==> src/rtl/extremum_pkg.sv <==
// Shared types for extremum_tracker: detection mode, slope FSM and refractory FSM encodings.
package extremum_pkg;

  typedef enum logic [1:0] {
    MODE_MAX  = 2'd0,
    MODE_MIN  = 2'd1,
    MODE_BOTH = 2'd2,
    MODE_OFF  = 2'd3
  } mode_t;

  typedef enum logic [1:0] {
    S_EMPTY = 2'd0,
    S_FLAT  = 2'd1,
    S_RISE  = 2'd2,
    S_FALL  = 2'd3
  } slope_state_t;

  typedef enum logic {
    R_IDLE   = 1'b0,
    R_ACTIVE = 1'b1
  } refr_state_t;

  function automatic logic mode_allows(input mode_t m, input logic is_max);
    return (m == MODE_BOTH) || (is_max ? (m == MODE_MAX) : (m == MODE_MIN));
  endfunction

endpackage

==> src/rtl/refractory_timer.sv <==
// Refractory window: loads a length on start (from idle only), counts down on ce ticks.
module refractory_timer
  import extremum_pkg::*;
#(
  parameter int CTR_WIDTH = 22
) (
  input  logic                 i_clk,
  input  logic                 i_rst,
  input  logic                 i_ce,
  input  logic                 i_start,
  input  logic [CTR_WIDTH-1:0] i_len,
  output logic                 o_active
);

  refr_state_t          state_q, state_d;
  logic [CTR_WIDTH-1:0] cnt_q, cnt_d;

  always_ff @(posedge i_clk) begin
    if (i_rst) begin
      state_q <= R_IDLE;
      cnt_q   <= '0;
    end else begin
      state_q <= state_d;
      cnt_q   <= cnt_d;
    end
  end

  always_comb begin
    state_d = state_q;
    cnt_d   = cnt_q;
    case (state_q)
      R_IDLE: begin
        if (i_start && (i_len != '0)) begin
          state_d = R_ACTIVE;
          cnt_d   = i_len;
        end
      end
      R_ACTIVE: begin
        if (i_ce) begin
          if (cnt_q == CTR_WIDTH'(1)) begin
            state_d = R_IDLE;
            cnt_d   = '0;
          end else begin
            cnt_d = cnt_q - CTR_WIDTH'(1);
          end
        end
      end
      default: state_d = R_IDLE;
    endcase
  end

  always_comb o_active = (state_q == R_ACTIVE);

endmodule

==> src/rtl/extremum_tracker.sv <==
// Slope-based local max/min detector with window, threshold and refractory gating.
// Define EXTREMUM_TIMESTAMP_EN to capture i_ctr with each extremum; otherwise o_extremum_ctr is 0.
module extremum_tracker
  import extremum_pkg::*;
#(
  parameter int DATA_WIDTH = 11,
  parameter int CTR_WIDTH  = 22
) (
  input  logic                         i_clk,
  input  logic                         i_rst,
  input  logic                         i_ce,
  input  logic [CTR_WIDTH-1:0]         i_ctr,
  input  logic [1:0]                   i_mode,
  input  logic signed [DATA_WIDTH-1:0] i_threshold,
  input  logic [CTR_WIDTH-1:0]         i_refractory_len,
  input  logic                         i_qrs_win_active,
  input  logic signed [DATA_WIDTH-1:0] i_signal,
  input  logic                         i_signal_valid,
  output logic                         o_extremum_found,
  output logic                         o_extremum_is_max,
  output logic signed [DATA_WIDTH-1:0] o_extremum_value,
  output logic [CTR_WIDTH-1:0]         o_extremum_ctr,
  output logic                         o_refractory_win_active
);

  slope_state_t                 slope_q, slope_d;
  logic signed [DATA_WIDTH-1:0] prev_q, value_q;
  logic                         found_q, is_max_q;
  logic signed [DATA_WIDTH:0]   sig_x, prev_x, thr_x, nthr_x;
  logic                         cand_max, cand_min, qual;
  logic                         refr_active;
  mode_t                        mode;

  assign mode   = mode_t'(i_mode);
  // One extra bit so negating the threshold and comparing extremes never wraps.
  assign sig_x  = {i_signal[DATA_WIDTH-1], i_signal};
  assign prev_x = {prev_q[DATA_WIDTH-1], prev_q};
  assign thr_x  = {i_threshold[DATA_WIDTH-1], i_threshold};
  assign nthr_x = -thr_x;

  always_ff @(posedge i_clk) begin
    if (i_rst) slope_q <= S_EMPTY;
    else       slope_q <= slope_d;
  end

  always_comb begin
    slope_d = slope_q;
    if (i_signal_valid) begin
      if (slope_q == S_EMPTY)   slope_d = S_FLAT;
      else if (sig_x > prev_x)  slope_d = S_RISE;
      else if (sig_x < prev_x)  slope_d = S_FALL;
    end
  end

  always_comb begin
    cand_max = i_signal_valid && (slope_q == S_RISE) && (sig_x < prev_x);
    cand_min = i_signal_valid && (slope_q == S_FALL) && (sig_x > prev_x);
    qual     = i_qrs_win_active && !refr_active &&
               ((cand_max && mode_allows(mode, 1'b1) && (prev_x >= thr_x)) ||
                (cand_min && mode_allows(mode, 1'b0) && (prev_x <= nthr_x)));
  end

  always_ff @(posedge i_clk) begin
    if (i_rst) begin
      prev_q   <= '0;
      found_q  <= 1'b0;
      is_max_q <= 1'b0;
      value_q  <= '0;
    end else begin
      if (i_signal_valid) prev_q <= i_signal;
      found_q <= qual;
      if (qual) begin
        is_max_q <= cand_max;
        value_q  <= prev_q;
      end
    end
  end

`ifdef EXTREMUM_TIMESTAMP_EN
  logic [CTR_WIDTH-1:0] prev_ctr_q, ctr_q;

  always_ff @(posedge i_clk) begin
    if (i_rst) begin
      prev_ctr_q <= '0;
      ctr_q      <= '0;
    end else begin
      if (i_signal_valid) prev_ctr_q <= i_ctr;
      if (qual)           ctr_q      <= prev_ctr_q;
    end
  end

  assign o_extremum_ctr = ctr_q;
`else
  logic unused_ctr;
  assign unused_ctr     = ^i_ctr;
  assign o_extremum_ctr = '0;
`endif

  // Started by the registered pulse, so the window rises the cycle after it.
  refractory_timer #(.CTR_WIDTH(CTR_WIDTH)) u_refr (
    .i_clk    (i_clk),
    .i_rst    (i_rst),
    .i_ce     (i_ce),
    .i_start  (found_q),
    .i_len    (i_refractory_len),
    .o_active (refr_active)
  );

  assign o_extremum_found        = found_q;
  assign o_extremum_is_max       = is_max_q;
  assign o_extremum_value        = value_q;
  assign o_refractory_win_active = refr_active;

endmodule

==> config.mk <==
export PLATFORM = sky130hd
export DESIGN_NAME = extremum_tracker
export DESIGN_NICKNAME = d
export VERILOG_FILES = /design/src/rtl/extremum_pkg.sv /design/src/rtl/refractory_timer.sv /design/src/rtl/extremum_tracker.sv
export SDC_FILE = /design/constraint.sdc
export NUM_CORES = 1
export LEC_CHECK = 0
export ABC_AREA = 1
export CAP_MARGIN = 40
export CORE_MARGIN = 3
export CORE_UTILIZATION = 30
export CTS_CLUSTER_SIZE = 30
export DETAILED_ROUTE_END_ITERATION = 16
export DONT_BUFFER_PORTS = 1
export GPL_TIMING_DRIVEN = 0
export PLACE_DENSITY_LB_ADDON = 0.08
export SETUP_SLACK_MARGIN = 0.1
export SLEW_MARGIN = 20
export SYNTH_ARGS = -nofsm -noshare
export SYNTH_HDL_FRONTEND = slang
export SYNTH_SLANG_ARGS = --single-unit
==> constraint.sdc <==
create_clock -name i_clk -period 6.5 [get_ports i_clk]
set_clock_uncertainty 0.2 [all_clocks]
set_input_delay 0.65 -clock i_clk [delete_from_list [all_inputs] [get_ports i_clk]]
set_output_delay 0.65 -clock i_clk [all_outputs]
set_load 0.02 [all_outputs]
# Word-level counts from Yosys, hierarchy flattened

Cells that the tools add are included.
Widths: inputs -> output; s select.

Add/sub/neg operators: 2
Magnitude comparators: 4
Eq/ne operators: 7
Muxes and demuxes: 11
Bitwise logic cells: 1
Reductions and logical operators: 21

Operator list:

| cell                  | count |
|---|---|
| $mux 22               | 3 |
| $pmux 22 s2           | 1 |
| $eq 22x1->1 const B   | 1 |
| $reduce_bool 22->1    | 1 |
| $sub 22x1->22 const B | 1 |
| $le 11x12->1          | 1 |
| $neg 11->12           | 1 |
| $ge 11x11->1          | 1 |
| $gt 11x11->1          | 1 |
| $logic_and 1x1->1     | 11 |
| $lt 11x11->1          | 1 |
| $eq 2x2->1 const B    | 3 |
| $mux 2                | 3 |
| $logic_not 2->1       | 2 |
| $reduce_and 2->1      | 2 |
| $logic_or 1x1->1      | 3 |
| $mux 1                | 3 |
| $reduce_bool 3->1     | 1 |
| $eq 2x1->1 const B    | 1 |
| $ne 2x1->1 const B    | 1 |
| $ne 2x2->1 const B    | 1 |
| $pmux 1 s2            | 1 |
| $logic_not 1->1       | 1 |
| $not 1->1             | 1 |

Bits in registers: 49
Bits of input ports: 73
Output and inout port bits: 36
Logic and storage cells: 53

# Depth between registers and ports, before layout

Word-level depth: 7
Depth in mapped cells: 22
Gate-level depth less buffers: 21

# Hierarchy

Synthesis repeated with hierarchy kept, for this count alone.

Cell total of the unflattened synthesis: 678
Area total of the unflattened synthesis: 4,174.0 um2

Modules (own cells, without submodules):

| module           | instances | cells each | area an instance (um2) | seq. area each (um2) |
|---|---|---|---|---|
| extremum_tracker | 1         | 334        | 2,317.2                | 520.5 |
| refractory_timer | 1         | 344        | 1,856.8                | 460.4 |

# Least setup slack after synthesis

OpenSTA, ideal clock, no wires.

Kind: input-to-reg
Start point: input i_threshold[1]
End point: register value_q[10] (netlist: o_extremum_value[10])
Setup time: 113 ps
Arrival time: 2,806 ps
Required time: 6,187 ps
Path slack: 3,381 ps
Cell stages on the path: 22
Buffers on the path: 1
Cell sequence: inv_1 ha_1 nand3_1 nor2_1 nand2_1 nor2_1 nand3_1 xor2_1 ha_1 nand2_1 nor2_1 and2b_1 nand2_1 nand3_1 nand2_1 nand3_1 nand2_2 nand2_4 buf_12 nand3_2 nand2_1 nor2_2

Longest elaborated chain between the ends: 5
Elaborated cells between the ends (all ways): 7
Those cells by class: add/sub (1); order compare (2); reduce/logical (4)

RTL lines:

| element                | line                   | RTL |
|---|---|---|
| start: declaration     | extremum_tracker.sv:14 | `input logic signed [DATA_WIDTH-1:0] i_threshold,` |
| $neg 11->12            | extremum_tracker.sv:39 | `assign nthr_x = -thr_x;` |
| $le 11x12->1           | extremum_tracker.sv:60 | `(cand_min && mode_allows(mode, 1'b0) && (prev_x <= nthr_x)));` |
| $logic_and 1x1->1      | extremum_tracker.sv:60 |  |
| $logic_or 1x1->1 (*)   | extremum_tracker.sv:59 | `((cand_max && mode_allows(mode, 1'b1) && (prev_x >= thr_x)) \|\|` |
| $logic_and 1x1->1 (*)  | extremum_tracker.sv:58 | `qual = i_qrs_win_active && !refr_active &&` |
| end signal: assignment | extremum_tracker.sv:74 | `value_q <= prev_q;` |
| end: declaration       | extremum_tracker.sv:27 | `logic signed [DATA_WIDTH-1:0] prev_q, value_q;` |

Mark *: on every way between the ends. The rest lies on a longest branch, timed or not.
A chain may end at the register's enable or synchronous reset.

# Worst setup path in the final report

Start point: input i_threshold[1]
End point: register value_q[5] (netlist: o_extremum_value[5])

The elaborated chain is that of the path after synthesis.

==> results.py <==
metrics = {
    "logic_synthesis": {
        "ys_async_sr_fraction": 0,
        "ys_types": 40,
        "synth_common_cells": "nand2_1 (90), inv_1 (60), nor2_1 (58)",
        "netlist_area_um2": 3950,
        "yosysMostFrequentCell": "nand2_1",
        "yosys_register_bits": 49,
        "synth.top_cell.area_share": 0.248,
        "synth-edff-count": 0,
        "ys_seq_area_frac": 0.248,
        "avgSynthCellArea_um2": 6.98,
        "synthCells": 566,
        "synthTopCellsByArea": "dfxtp_1 (25%), ha_1 (12%), nand2_1 (8.6%)",
        "yosysTopAreaCell": "dfxtp_1",
        "yosys_warnings": 0,
        "synth-main-ff-cell": "dfxtp_1",
    },
    "run_status": {
        "status": "completed",
    },
    "clock_network": {
        "cts_resized": 0,
        "clockRootBuffer": "clkbuf_16",
        "holdBufCountCts": 0,
        "cts_tree": "done",
        "clk_pin_slew_ns": 0.07,
        "cts-buffers-inserted": 5,
        "insertion_delay_ns": 0.29,
        "numClockSinks": 49,
        "cts_max_path_buffers": 2,
        "post_cts_buffers": 0,
        "h-tree-depth": 2,
    },
    "timing": {
        "holdWs_ns": 0.218,
        "rsz0062_at_grt": "no",
        "drv_slew": 0,
        "worst_slew_pin_slew_ns": 0.575,
        "hold_viol": 0,
        "finalSetupTns_ns": 0,
        "clock.fmax_mhz": 305,
        "setup-violations-final": 0,
        "max-slew-margin-rel": 0.615,
        "period_share": 0.505,
        "fin_crit_ns": 3.28,
    },
    "floorplan": {
        "pin_count": 109,
        "rows": 41,
        "dieArea_um2": 14600,
        "dieWidth_um": 121,
        "core_area_um2": 12700,
        "die_h_um": 121,
        "floorplan.initialDensity": 0.310,
    },
    "routing": {
        "highest_layer": "met4",
        "detail_route.wl_per_cell_um": 13.8,
        "final_antenna_net_count": 0,
        "met1Wirelength_um": 5190,
        "wl_met3_um": 913,
        "viasPerCell": 4.63,
        "num_vias": 3555,
        "wl_met2_um": 4430,
        "drt_iter0_drc": 109,
        "wl_um": 10600,
        "firstDrtPassIters": 4,
        "drc": 0,
    },
    "final_layout": {
        "fill_cells": 1471,
        "num_antenna_cells": 0,
        "area_delta_synth_final_pct": 11.8,
        "nets": 705,
        "layout-drive-gt1-share": 0.143,
    },
    "place": {
        "io_buffer_count": 0,
        "dp_hpwl_um": 8910,
        "place.gp.congestion": 0.824,
    },
    "pwr": {
        "p_sw_frac": 0.294,
        "p_leak_nw": 2.15,
        "p_int_w": 0.000550,
        "ir_worst_vdd_v": 0.0000735,
        "clkPwrFrac": 0.395,
        "p_switching_w": 0.000229,
        "p_seq_frac": 0.405,
        "power_frac_comb": 0.200,
        "power_density_nw_per_um2": 176,
    },
    "critical_path": {
        "required_ns": 6.49,
        "worst_r2r_path_depth": 15,
        "critical-path-max-stage-delay_ns": 0.27,
        "cp-end-kind": "register",
        "arrival_ns": 3.27,
        "worstPathMaxFanout": 10,
        "critical_path_class": "in -> reg",
        "timing.critical_path.mode_cell": "nand2_1",
        "critPathSlowestCell": "ha_1",
        "crit_chain": "inv_1, ha_1, nand3_1, nor2_1, nand2_1, nor2_1, nand3_1, xor2_1, ha_1, nand2_1, nor2_1, and2b_1, nand2_1, nand3_1, nand2_1, nand3_1, nand2_2, nand2_4, buf_12, nand3_2, nand2_1, nor2_2",
        "start_kind": "primary input",
    },
    "worst_hold_path": {
        "hold_class": "in -> reg",
        "worstHoldPathCells": 1,
    },
    "run": {
        "maxCapViolCount": 0,
    },
    "global_route": {
        "track_usage": 0.147,
        "antenna_found_initial": 0,
        "grt_max_degree": 17,
        "grt_pass1_wl_um": 17100,
        "overflow": 0,
        "grt_pass1_vias": 3318,
    },
}
area by class of cell:
type,instances,area [um^2],area share
multi-input cells,427,2490,0.564
flip-flops and latches,49,981,0.222
plain buffers,39,285,0.0646
inverters,72,270,0.0612
well taps,172,215,0.0487
clock buffers,5,125,0.0283
clock inverters,3,46.3,0.0105
registers in the layout (all words and copies together), names as in the netlist:
signal / cells
o_extremum_found: 1
o_extremum_is_max: 1
o_extremum_value: 11
prev_q: 11
slope_q: 2
u_refr.cnt_q: 22
u_refr.o_active: 1
layer usage:
| metal | vias to the layer above | global-route usage |
|---|---|---|
| li1 | 1873 | - |
| met1 | 1590 | 0.215 |
| met2 | 86 | 0.212 |
| met3 | 6 | 0.0472 |
| met4 | 0 | 0.0269 |
| met5 | - | 0 |
cell usage in the layout (no fill, tap or decap), drive strengths merged, types with 4 or more instances in the layout:
cell type,n
a21oi,55
a22oi,7
buf,28
clkbuf,16
clkinv,4
conb,22
dfxtp,49
ha,38
inv,69
nand2,95
nand3,36
nand4,10
nor2,69
nor3,6
o21ai,48
o22ai,4
xnor2,7
xor2,15
critical path: cells and delay by family:
family,cells,cell delay (ns)
AND/OR/NAND/NOR,17,1.80
adder cells (fa/ha/maj),2,0.44
buffers and inverters,2,0.21
XOR/XNOR,1,0.16
path summary, 6_finish.rpt:
| check | start | end | slack [ns] |
|---|---|---|---|
| worst max register to register | prev_q[10] | o_extremum_value[5] | 3.98 |
| worst min register to register | slope_q[0] | slope_q[0] | 0.29 |
| worst max-delay path | i_threshold[1] | o_extremum_value[5] | 3.22 |
| worst min-delay path | i_rst | u_refr.o_active | 0.22 |
cells by family (layout without fill, tap and decap cells):
| group | after synthesis | count (layout) | synth area share |
|---|---|---|---|
| AOI/OAI and AO/OA | 120 | 120 | 0.175 |
| and+or+nand+nor | 225 | 225 | 0.266 |
| other | 1 | 22 | 0.000949 |
| buffers and inverters | 111 | 119 | 0.141 |
| adders and majority gates | 38 | 38 | 0.120 |
| DFF | 49 | 49 | 0.248 |
| xor gates and xnor gates | 22 | 22 | 0.0488 |
stage by stage:
step	area, um^2	std cells	setup slack [ns]	util	total power, W
6_report	4420	767	3.22	0.347	0.000779
5_1_grt	4420	767	2.83	0.347	0.000824
4_1_cts	4420	767	3.17	0.347	0.000792
3_5_place_dp	4240	759	2.86	0.334	0.000479
3_3_place_gp	4240	759	2.93	0.334	0.000477
2_1_floorplan	4030	587	3.38	-	0.000449
power by group through the flow:
stage          clock [W]  combinational (W)  sequential, W
3_3_place_gp           0           0.000154       0.000323
3_5_place_dp           0           0.000156       0.000323
6_report        0.000308           0.000156       0.000315
4_1_cts         0.000319           0.000157       0.000316
5_1_grt         0.000327           0.000181       0.000317
2_1_floorplan          0           0.000128       0.000320
(Power assumes the default switching activity.)
